==> config.mk <==
export PLATFORM = sky130hd
export DESIGN_NAME = tx_burst_src
export DESIGN_NICKNAME = d
export VERILOG_FILES = /design/src/rtl/tx_pkg.sv /design/src/rtl/tx_pattern_gen.sv /design/src/rtl/tx_burst_src.sv
export SDC_FILE = /design/constraint.sdc
export NUM_CORES = 1
export LEC_CHECK = 0
export CAP_MARGIN = 20
export CORE_UTILIZATION = 47
export CTS_CLUSTER_DIAMETER = 80
export DETAILED_ROUTE_END_ITERATION = 10
export HOLD_SLACK_MARGIN = 0.06
export PLACE_DENSITY = 0.77
export SETUP_SLACK_MARGIN = 0.3
export SLEW_MARGIN = 10
export SYNTH_ARGS = -nofsm -noshare
export SYNTH_HDL_FRONTEND = slang
export SYNTH_SLANG_ARGS = --single-unit
==> constraint.sdc <==
create_clock -name clk -period 1.65 [get_ports clk]
set_input_delay 0.2475 -clock clk [delete_from_list [all_inputs] [get_ports clk]]
set_output_delay 0.2475 -clock clk [all_outputs]
set_load 0.01 [all_outputs]
==> src/rtl/tx_pkg.sv <==
// Shared types and constants for the burst transmitter.
//   tx_state_e : burst FSM states (IDLE/SEND/DONE, 2-bit encoding 00/01/10)
//   MODE_INC   : data word increments per transferred beat
//   MODE_CONST : data word stays at the base value for the whole burst
package tx_pkg;

  typedef enum logic [1:0] {
    IDLE = 2'b00,
    SEND = 2'b01,
    DONE = 2'b10
  } tx_state_e;

  localparam logic MODE_INC   = 1'b0;
  localparam logic MODE_CONST = 1'b1;

endpackage

==> src/rtl/tx_pattern_gen.sv <==
// Data word register for the burst transmitter: load, increment or hold.
// Ports:
//   clk     : clock
//   rst     : synchronous active-high reset, clears the word to 0
//   load_i  : load base_i (takes priority over step_i)
//   step_i  : increment the word by one, wrapping modulo 2^DATA_W
//   base_i  : value loaded on load_i
//   data_o  : registered data word
module tx_pattern_gen
  import tx_pkg::*;
#(
  parameter int unsigned DATA_W = 8
) (
  input  logic              clk,
  input  logic              rst,
  input  logic              load_i,
  input  logic              step_i,
  input  logic [DATA_W-1:0] base_i,
  output logic [DATA_W-1:0] data_o
);

  logic [DATA_W-1:0] r_data;

  always_ff @(posedge clk) begin
    if (rst) begin
      r_data <= '0;
    end else if (load_i) begin
      r_data <= base_i;
    end else if (step_i) begin
      r_data <= r_data + DATA_W'(1);
    end
  end

  assign data_o = r_data;

endmodule

==> src/rtl/tx_burst_src.sv <==
// Valid/ready burst transmitter. A start request in IDLE latches length,
// base word and mode, then emits len beats (incrementing or constant),
// flags the final beat with last_o and pulses done_o once afterwards.
// Ports:
//   clk, rst : clock, synchronous active-high reset
//   start_i  : burst request, sampled only in IDLE
//   len_i    : burst length in beats (0 ignores the request)
//   base_i   : first data word
//   mode_i   : 0 = increment per beat, 1 = constant word
//   ready_i  : sink ready
//   valid_o  : data_o valid
//   data_o   : transmitted word
//   last_o   : final beat marker, qualified by valid_o
//   busy_o   : high in SEND and DONE
//   done_o   : one-cycle pulse after the final beat is accepted
// All outputs are registered.
module tx_burst_src
  import tx_pkg::*;
#(
  parameter int unsigned DATA_W = 8,
  parameter int unsigned LEN_W  = 4
) (
  input  logic              clk,
  input  logic              rst,
  input  logic              start_i,
  input  logic [LEN_W-1:0]  len_i,
  input  logic [DATA_W-1:0] base_i,
  input  logic              mode_i,
  input  logic              ready_i,
  output logic              valid_o,
  output logic [DATA_W-1:0] data_o,
  output logic              last_o,
  output logic              busy_o,
  output logic              done_o
);

  tx_state_e        r_state;
  tx_state_e        w_state_next;
  logic [LEN_W-1:0] r_len;
  logic [LEN_W-1:0] r_cnt;
  logic             r_mode;
  logic             r_last;
  logic             r_valid;
  logic             r_busy;
  logic             r_done;

  logic w_accept;
  logic w_xfer;
  logic w_final;
  logic w_step;

  assign w_accept = (r_state == IDLE) && start_i && (len_i != '0);
  assign w_xfer   = r_valid && ready_i;
  assign w_final  = w_xfer && r_last;
  // The final beat does not advance the word, so data_o holds it through DONE.
  assign w_step   = w_xfer && !w_final && (r_mode == MODE_INC);

  always_ff @(posedge clk) begin
    if (rst) begin
      r_state <= IDLE;
    end else begin
      r_state <= w_state_next;
    end
  end

  always_comb begin
    w_state_next = r_state;
    unique case (r_state)
      IDLE:    if (w_accept) w_state_next = SEND;
      SEND:    if (w_final)  w_state_next = DONE;
      DONE:    w_state_next = IDLE;
      default: w_state_next = IDLE;
    endcase
  end

  // Status flags are derived from the next state so they line up with r_state.
  always_ff @(posedge clk) begin
    if (rst) begin
      r_valid <= 1'b0;
      r_busy  <= 1'b0;
      r_done  <= 1'b0;
    end else begin
      r_valid <= (w_state_next == SEND);
      r_busy  <= (w_state_next != IDLE);
      r_done  <= (w_state_next == DONE);
    end
  end

  // Burst context, beat counter and last-beat flag.
  always_ff @(posedge clk) begin
    if (rst) begin
      r_len  <= '0;
      r_cnt  <= '0;
      r_mode <= MODE_INC;
      r_last <= 1'b0;
    end else if (w_accept) begin
      r_len  <= len_i;
      r_mode <= mode_i;
      r_cnt  <= '0;
      r_last <= (len_i == LEN_W'(1));
    end else if (w_final) begin
      r_last <= 1'b0;
    end else if (w_xfer) begin
      r_cnt  <= r_cnt + LEN_W'(1);
      // Next beat is final when its index equals len-1.
      r_last <= ((r_cnt + LEN_W'(1)) == (r_len - LEN_W'(1)));
    end
  end

  tx_pattern_gen #(
    .DATA_W (DATA_W)
  ) u_pattern_gen (
    .clk    (clk),
    .rst    (rst),
    .load_i (w_accept),
    .step_i (w_step),
    .base_i (base_i),
    .data_o (data_o)
  );

  assign valid_o = r_valid;
  assign last_o  = r_last;
  assign busy_o  = r_busy;
  assign done_o  = r_done;

endmodule

==> flow_summary.ini, run 1 <==
[pwr]
p_int_mw = 0.908
power_switching_share_pct = 29.5
seqPwrFrac_pct = 48.9
clockPowerShare_pct = 21.0
power-per-cell-area_nw_per_um2 = 717
total_leakage_power_nw = 0.757
vdd_drop_max_mv = 0.582
power_switching_mw = 0.380
combPwrFrac_pct = 30.1

[yosys]
synth-adder-area-share_pct = 3.30
avgSynthCellArea_um2 = 9.26
ys_warn_count = 0
synth_edf_count = 0
ys_seq_area_share_pct = 40.4
yosys.area_share.xor_xnor_pct = 13.8
synth_top_family_by_area = simple AND/OR/NAND/NOR gates
yosysMostFrequentCell = dfxtp_1
synth.top_cell.area_share_pct = 40.4
synth_common_cells = dfxtp_1 (23), nand2_1 (14), nor2_1 (12), xor2_1 (11), nor3_1 (8)
async_reset_ff_share_pct = 0
synth_top_cell_by_area = dfxtp_1
syn_area_um2 = 1140
synthMuxAreaShare_pct = 0.879
yosys.cell_types.count = 32
ys_ff_latch = 23
synth_ff_type = dfxtp_1
synth_nets = 143
synthSimpleGateAreaFrac_pct = 23.2
yosys-top-cells-area = dfxtp_1 (40%), xor2_1 (8.5%), xnor2_1 (5.4%)
synth_compound_gate_area_share_pct = 14.4
synthCells = 123

[final_layout]
utilization_pct = 79.7
area_growth_pct = 57.8
final_layout_size_suffix_gt1_share_pct = 32.8
stdcell_count = 205
n_antenna_cell = 0
nNetsFinal = 198

[route]
drt_iter0_drc = 25
wl_met2_mm = 1.75
ant_nets = 0
dr.max_layer_used = met4
wl_met1_mm = 1.37
drt_first_pass_iters = 4
avgRoutedWirePerCell_um = 16.4
vias = 1151
drc = 0
wl_met3_um = 185
routed_via_density = 5.61
wl_mm = 3.37

[sta]
tightestPinTransition_ns = 0.430
max-slew-margin-rel_pct = 71.2
setup_viol = 0
hold_viol = 0
rsz0062_at_grt = true
finalClockSkew_ns = 0.00561
maxSlewViolCount = 0
period_minus_slack_ns = 1.49
fmax_ghz = 0.671
fin_crit_sh_pct = 90.3
worst_slack_ns = 0.160
fin_tns_setup_ns = 0

[worst_setup_path]
endpoint_kind = flop
crit_family = compound AO/OA/AOI/OAI gates
worst-endpoint-required_ns = 1.87
ff2ff_setup_slack_ns = 0.16
worstPathCellList = inv_1, ha_1, xor2_1, nand2_1, a211o_1, o41ai_2
slowest_delay_ns = 0.35
arrival_ns = 1.71
slowest_stage = dfxtp_2
crit_buf_inv = 1
worstSetupPathType = reg -> reg
crit_path_start_kind = flop
critPathMaxFanout = 2

[floorplan]
die-area_um2 = 2620
ios = 29
rows = 17
dieHeight_um = 51.2
start_util_pct = 50.5
dieWidth_um = 51.2
core_um2 = 2250

[job]
maxCapViolations = 0

[outcome]
outcome = finished, final reports clean

[placed_design]
dp_worst_setup_slack_ns = -0.178
place_congestion = 0.751
portBuffers = 28
dp.cells = 182
place_hpwl_mm = 1.81

[clocking]
cts.path.max_buffers = 2
cts_tree = yes
cts_buffers = 3
path_clk_slew_ns = 0.13
clk_latency_ns = 0.32
clock-root-buffer = clkbuf_4
cts.sinks = 23
htree_levels = 1

[grt]
grt_overflow_total = 0
grt_pass1_vias = 1095
antenna_found_initial = 0
grt_pass1_wl_mm = 5.06
grt_util_all_layers_pct = 26.4
grt_start_max_net_pins = 13

[worst_hold_path]
min_path_type = in -> reg
timing repair:
action	4_1_cts	5_1_grt
buffers inserted	11	5
pin swaps	10	7
gates cloned	3	0
hold buffers	0	0
setup endpoints to repair	27	15
resized for setup	33	16
final timing paths:
| check | cells past startpoint | startpoint | endpoint |
|---|---|---|---|
| setup / recovery | 6 | r_len[1] | last_o |
| hold reg to reg | 1 | r_state[1] | r_state[1] |
| hold / removal | 3 | len_i[1] | r_len[1] |
| setup reg to reg | 6 | r_len[1] | last_o |
through the flow:
stage                     cell area (um^2)  hold WS, ns  power [mW]
after CTS                             1710        0.319        1.24
after detailed placement              1500        0.458       0.921
after floorplan                       1140        0.327       0.784
after global placement                1500        0.453       0.912
after global routing                  1800        0.283        1.34
final                                 1800        0.257        1.29
logic make-up after synthesis:
| group | Yosys count |
|---|---|
| AO/OA/AOI/OAI | 20 |
| multiplexers | 1 |
| XOR/XNOR | 18 |
| AND/OR/NAND/NOR | 50 |
| adder cells (fa/ha/maj) | 3 |
| flip-flops | 23 |
| buffers and inverters | 8 |
metal layers:
| layer | global-route usage [%] | vias up |
|---|---|---|
| met4 | 9.46 | 0 |
| met1 | 30.6 | 557 |
| met5 | 0 | - |
| met2 | 49.1 | 42 |
| met3 | 3.27 | 8 |
| li1 | - | 544 |
sequential cells by signal, summed over array words and instances (netlist names):
register / count
valid_o: 1
last_o: 1
r_mode: 1
r_cnt: 4
u_pattern_gen.data_o: 8
busy_o: 1
r_state: 2
done_o: 1
r_len: 4
worst reg2reg max path, stage by stage, from the launching register on:
cell	delay, ns
dfxtp_2	0.35
inv_1	0.05
ha_1	0.30
xor2_1	0.15
nand2_1	0.07
a211o_1	0.28
o41ai_2	0.20
power groups by stage:
stage	sequential, mW	combinational [mW]	clock (mW)
CTS	0.629	0.344	0.267
floorplan	0.646	0.138	0
detailed placement	0.643	0.278	0
finish	0.629	0.388	0.271
global placement	0.640	0.272	0
global route	0.635	0.413	0.293
final cells by class:
cell class                      count  area (um^2)
Clock buffer                        4         26.3
Tap cell                           28         35.0
Sequential cell                    23          485
Timing Repair Buffer               55          562
Multi-Input combinational cell     92          677
Inverter                            3         11.3
Fill cell                         153          458
layout by cell type (no fill, tap or decap), drive strengths merged, types with 2 or more instances in the layout:
master / count
dlygate4sd2: 12
nand4: 2
dfxtp: 23
clkdlybuf4s15: 2
inv: 3
clkdlybuf4s50: 13
clkbuf: 4
xor2: 11
a211oi: 7
o21ai: 2
nor2: 12
nor3: 8
buf: 27
a21oi: 5
ha: 3
nand2: 14
xnor2: 7
nor4b: 2
nand3: 5
No activity file was read; power rests on OpenSTA's default activity.
==> run 2, diff against run 1 <==
Settings changed: ABC_AREA set to 1, CORE_UTILIZATION 47 to 49, PLACE_DENSITY 0.77 to 0.78, SLEW_MARGIN 10 to not set.
==> flow_summary.ini, run 2 <==
[outcome]
outcome = finished, final reports clean

[yosys]
ys_warn_count = 0
ys_seq_area_share_pct = 35.2
yosys.area_share.xor_xnor_pct = 2.68
syn_area_um2 = 1310
yosysMostFrequentCell = nand2_1
synthMuxAreaShare_pct = 0
avgSynthCellArea_um2 = 6.84
synth-adder-area-share_pct = 2.87
synth_nets = 211
synth.top_cell.area_share_pct = 35.2
synth_compound_gate_area_share_pct = 13.9
async_reset_ff_share_pct = 0
synth_edf_count = 0
synthCells = 191
yosys.cell_types.count = 32
synth_top_family_by_area = simple AND/OR/NAND/NOR gates
yosys-top-cells-area = dfxtp_1 (35%), nand2_1 (16%), inv_1 (6.6%)
synthSimpleGateAreaFrac_pct = 34.9
synth_top_cell_by_area = dfxtp_1
synth_ff_type = dfxtp_1
synth_common_cells = nand2_1 (55), dfxtp_1 (23), inv_1 (23), nand3_1 (16), a21oi_1 (11)
ys_ff_latch = 23

[pwr]
total_leakage_power_nw = 0.814
vdd_drop_max_mv = 0.515
power_switching_mw = 0.381
power_switching_share_pct = 31.1
power-per-cell-area_nw_per_um2 = 704
combPwrFrac_pct = 27.0
seqPwrFrac_pct = 51.7
p_int_mw = 0.846
clockPowerShare_pct = 21.3

[clocking]
cts.sinks = 23
htree_levels = 1
clk_latency_ns = 0.31
cts_tree = yes
cts.path.max_buffers = 2
path_clk_slew_ns = 0.13
clock-root-buffer = clkbuf_4
holdBufCountCts = 0
cts_buffers = 3

[route]
vias = 1372
routed_via_density = 5.30
avgRoutedWirePerCell_um = 11.9
drc = 0
drt_first_pass_iters = 4
wl_mm = 3.08
ant_nets = 0
drt_iter0_drc = 23

[placed_design]
place_congestion = 0.832
portBuffers = 28
place_hpwl_mm = 2.38
dp_worst_setup_slack_ns = -0.0845

[sta]
setup_viol = 0
maxSlewViolCount = 0
finalClockSkew_ns = 0.00190
fin_tns_setup_ns = 0
rsz0062_at_grt = true
hold_viol = 0
max-slew-margin-rel_pct = 81.1
worst_slack_ns = 0.339
tightestPinTransition_ns = 0.282
fin_crit_sh_pct = 79.5
period_minus_slack_ns = 1.31
fmax_ghz = 0.763

[worst_hold_path]
min_path_type = reg -> reg

[final_layout]
utilization_pct = 69.8
n_antenna_cell = 0
final_cell_mix = nand2_1 (54), inv_1 (20), clkdlybuf4s50_1 (16), nand3_1 (15), dfxtp_1 (12)
multi_input_area_um2 = 734
fill_cells = 223
seqCellArea_um2 = 487
final_layout_size_suffix_gt1_share_pct = 19.2
final_common_cell = nand2_1
area_growth_pct = 33.5
largest_reg_flops = 8
nNetsFinal = 250

[floorplan]
ios = 29
die-area_um2 = 2880
core_um2 = 2500
dieWidth_um = 53.6
start_util_pct = 52.3
dieHeight_um = 53.6
rows = 18

[worst_setup_path]
worstSetupPathType = reg -> reg
slowest_stage = dfxtp_1
slowest_delay_ns = 0.34
critPathMaxFanout = 13
crit_family = simple AND/OR/NAND/NOR gates
crit_path_start_kind = flop
endpoint_kind = flop
worstPathCellList = inv_2, nand2_2, nor2_4, nand2_4, buf_12, or2_0, nand3_2, a21oi_2
arrival_ns = 1.52
worst-endpoint-required_ns = 1.86
crit_buf_inv = 2

[grt]
antenna_found_initial = 0
grt_overflow_total = 0
grt_pass1_wl_mm = 4.89
grt_start_max_net_pins = 14
grt_util_all_layers_pct = 23.3
grt_pass1_vias = 1268

[job]
maxCapViolations = 0
[run 2: area by class of cell]
type / instances / area share [%]
clock buffer: 3 / 1.29
clock inverter: 1 / 0.287
inverter: 25 / 5.38
multi-input combinational: 138 / 42.1
sequential: 23 / 27.9
tap: 30 / 2.15
timing repair buffer: 39 / 20.9
[run 2: layer usage]
metal  wire [um]  part of all wire [%]  track usage, %  vias to the layer above
li1            -                     -               -                      703
met1        1280                    41            24.9                      625
met2        1640                    53            45.6                       40
met3         125                   4.1            2.82                        4
met4          36                   1.2            8.77                        0
met5           0                     0               0                        -
[run 2: worst paths after layout]
| check | endpoint | cells past startpoint | startpoint | slack, ns |
|---|---|---|---|---|
| worst max register to register | u_pattern_gen.data_o[5] | 8 | r_state[0] | 0.34 |
| worst max-delay path | u_pattern_gen.data_o[5] | 8 | r_state[0] | 0.34 |
| worst min-delay path | r_len[1] | 2 | r_len[1] | 0.49 |
| worst min register to register | r_len[1] | 2 | r_len[1] | 0.49 |
[run 2: cells by family after synthesis]
kind of cell    count (synthesis)
compound gates                 31
xor+xnor                        4
fa+ha+maj                       3
buf+inv                        30
flops                          23
simple gates                  100
[run 2: tightest hold or removal path, stage by stage (launching register included)]
cell	delay [ns]
dfxtp_1	0.33
inv_1	0.07
a21oi_1	0.06
[run 2: per-stage QoR]
stage / total power [mW] / instances / hold WS [ns] / instance area [um^2]
finish: 1.23 / 259 / 0.490 / 1740
CTS: 1.22 / 258 / 0.488 / 1720
floorplan: 0.829 / 191 / 0.386 / 1310
global route: 1.30 / 259 / 0.505 / 1740
detailed placement: 0.975 / 254 / 0.473 / 1670
global placement: 0.965 / 254 / 0.472 / 1670
[run 2: timing repair]
item / in CTS / in global routing
setup endpoints to repair: 16 / 10
gates resized for setup: 29 / 9
buffers inserted: 0 / 1
hold endpoints to repair: 0 / 0
gates cloned: 0 / 0
pin swaps: 1 / 1
[run 2: power by group through the flow]
| stage | combinational, mW | clock, mW | sequential, mW |
|---|---|---|---|
| 2_1_floorplan | 0.183 | 0 | 0.646 |
| 3_3_place_gp | 0.325 | 0 | 0.640 |
| 3_5_place_dp | 0.332 | 0 | 0.643 |
| 4_1_cts | 0.323 | 0.269 | 0.633 |
| 5_1_grt | 0.366 | 0.292 | 0.639 |
| 6_report | 0.331 | 0.262 | 0.634 |
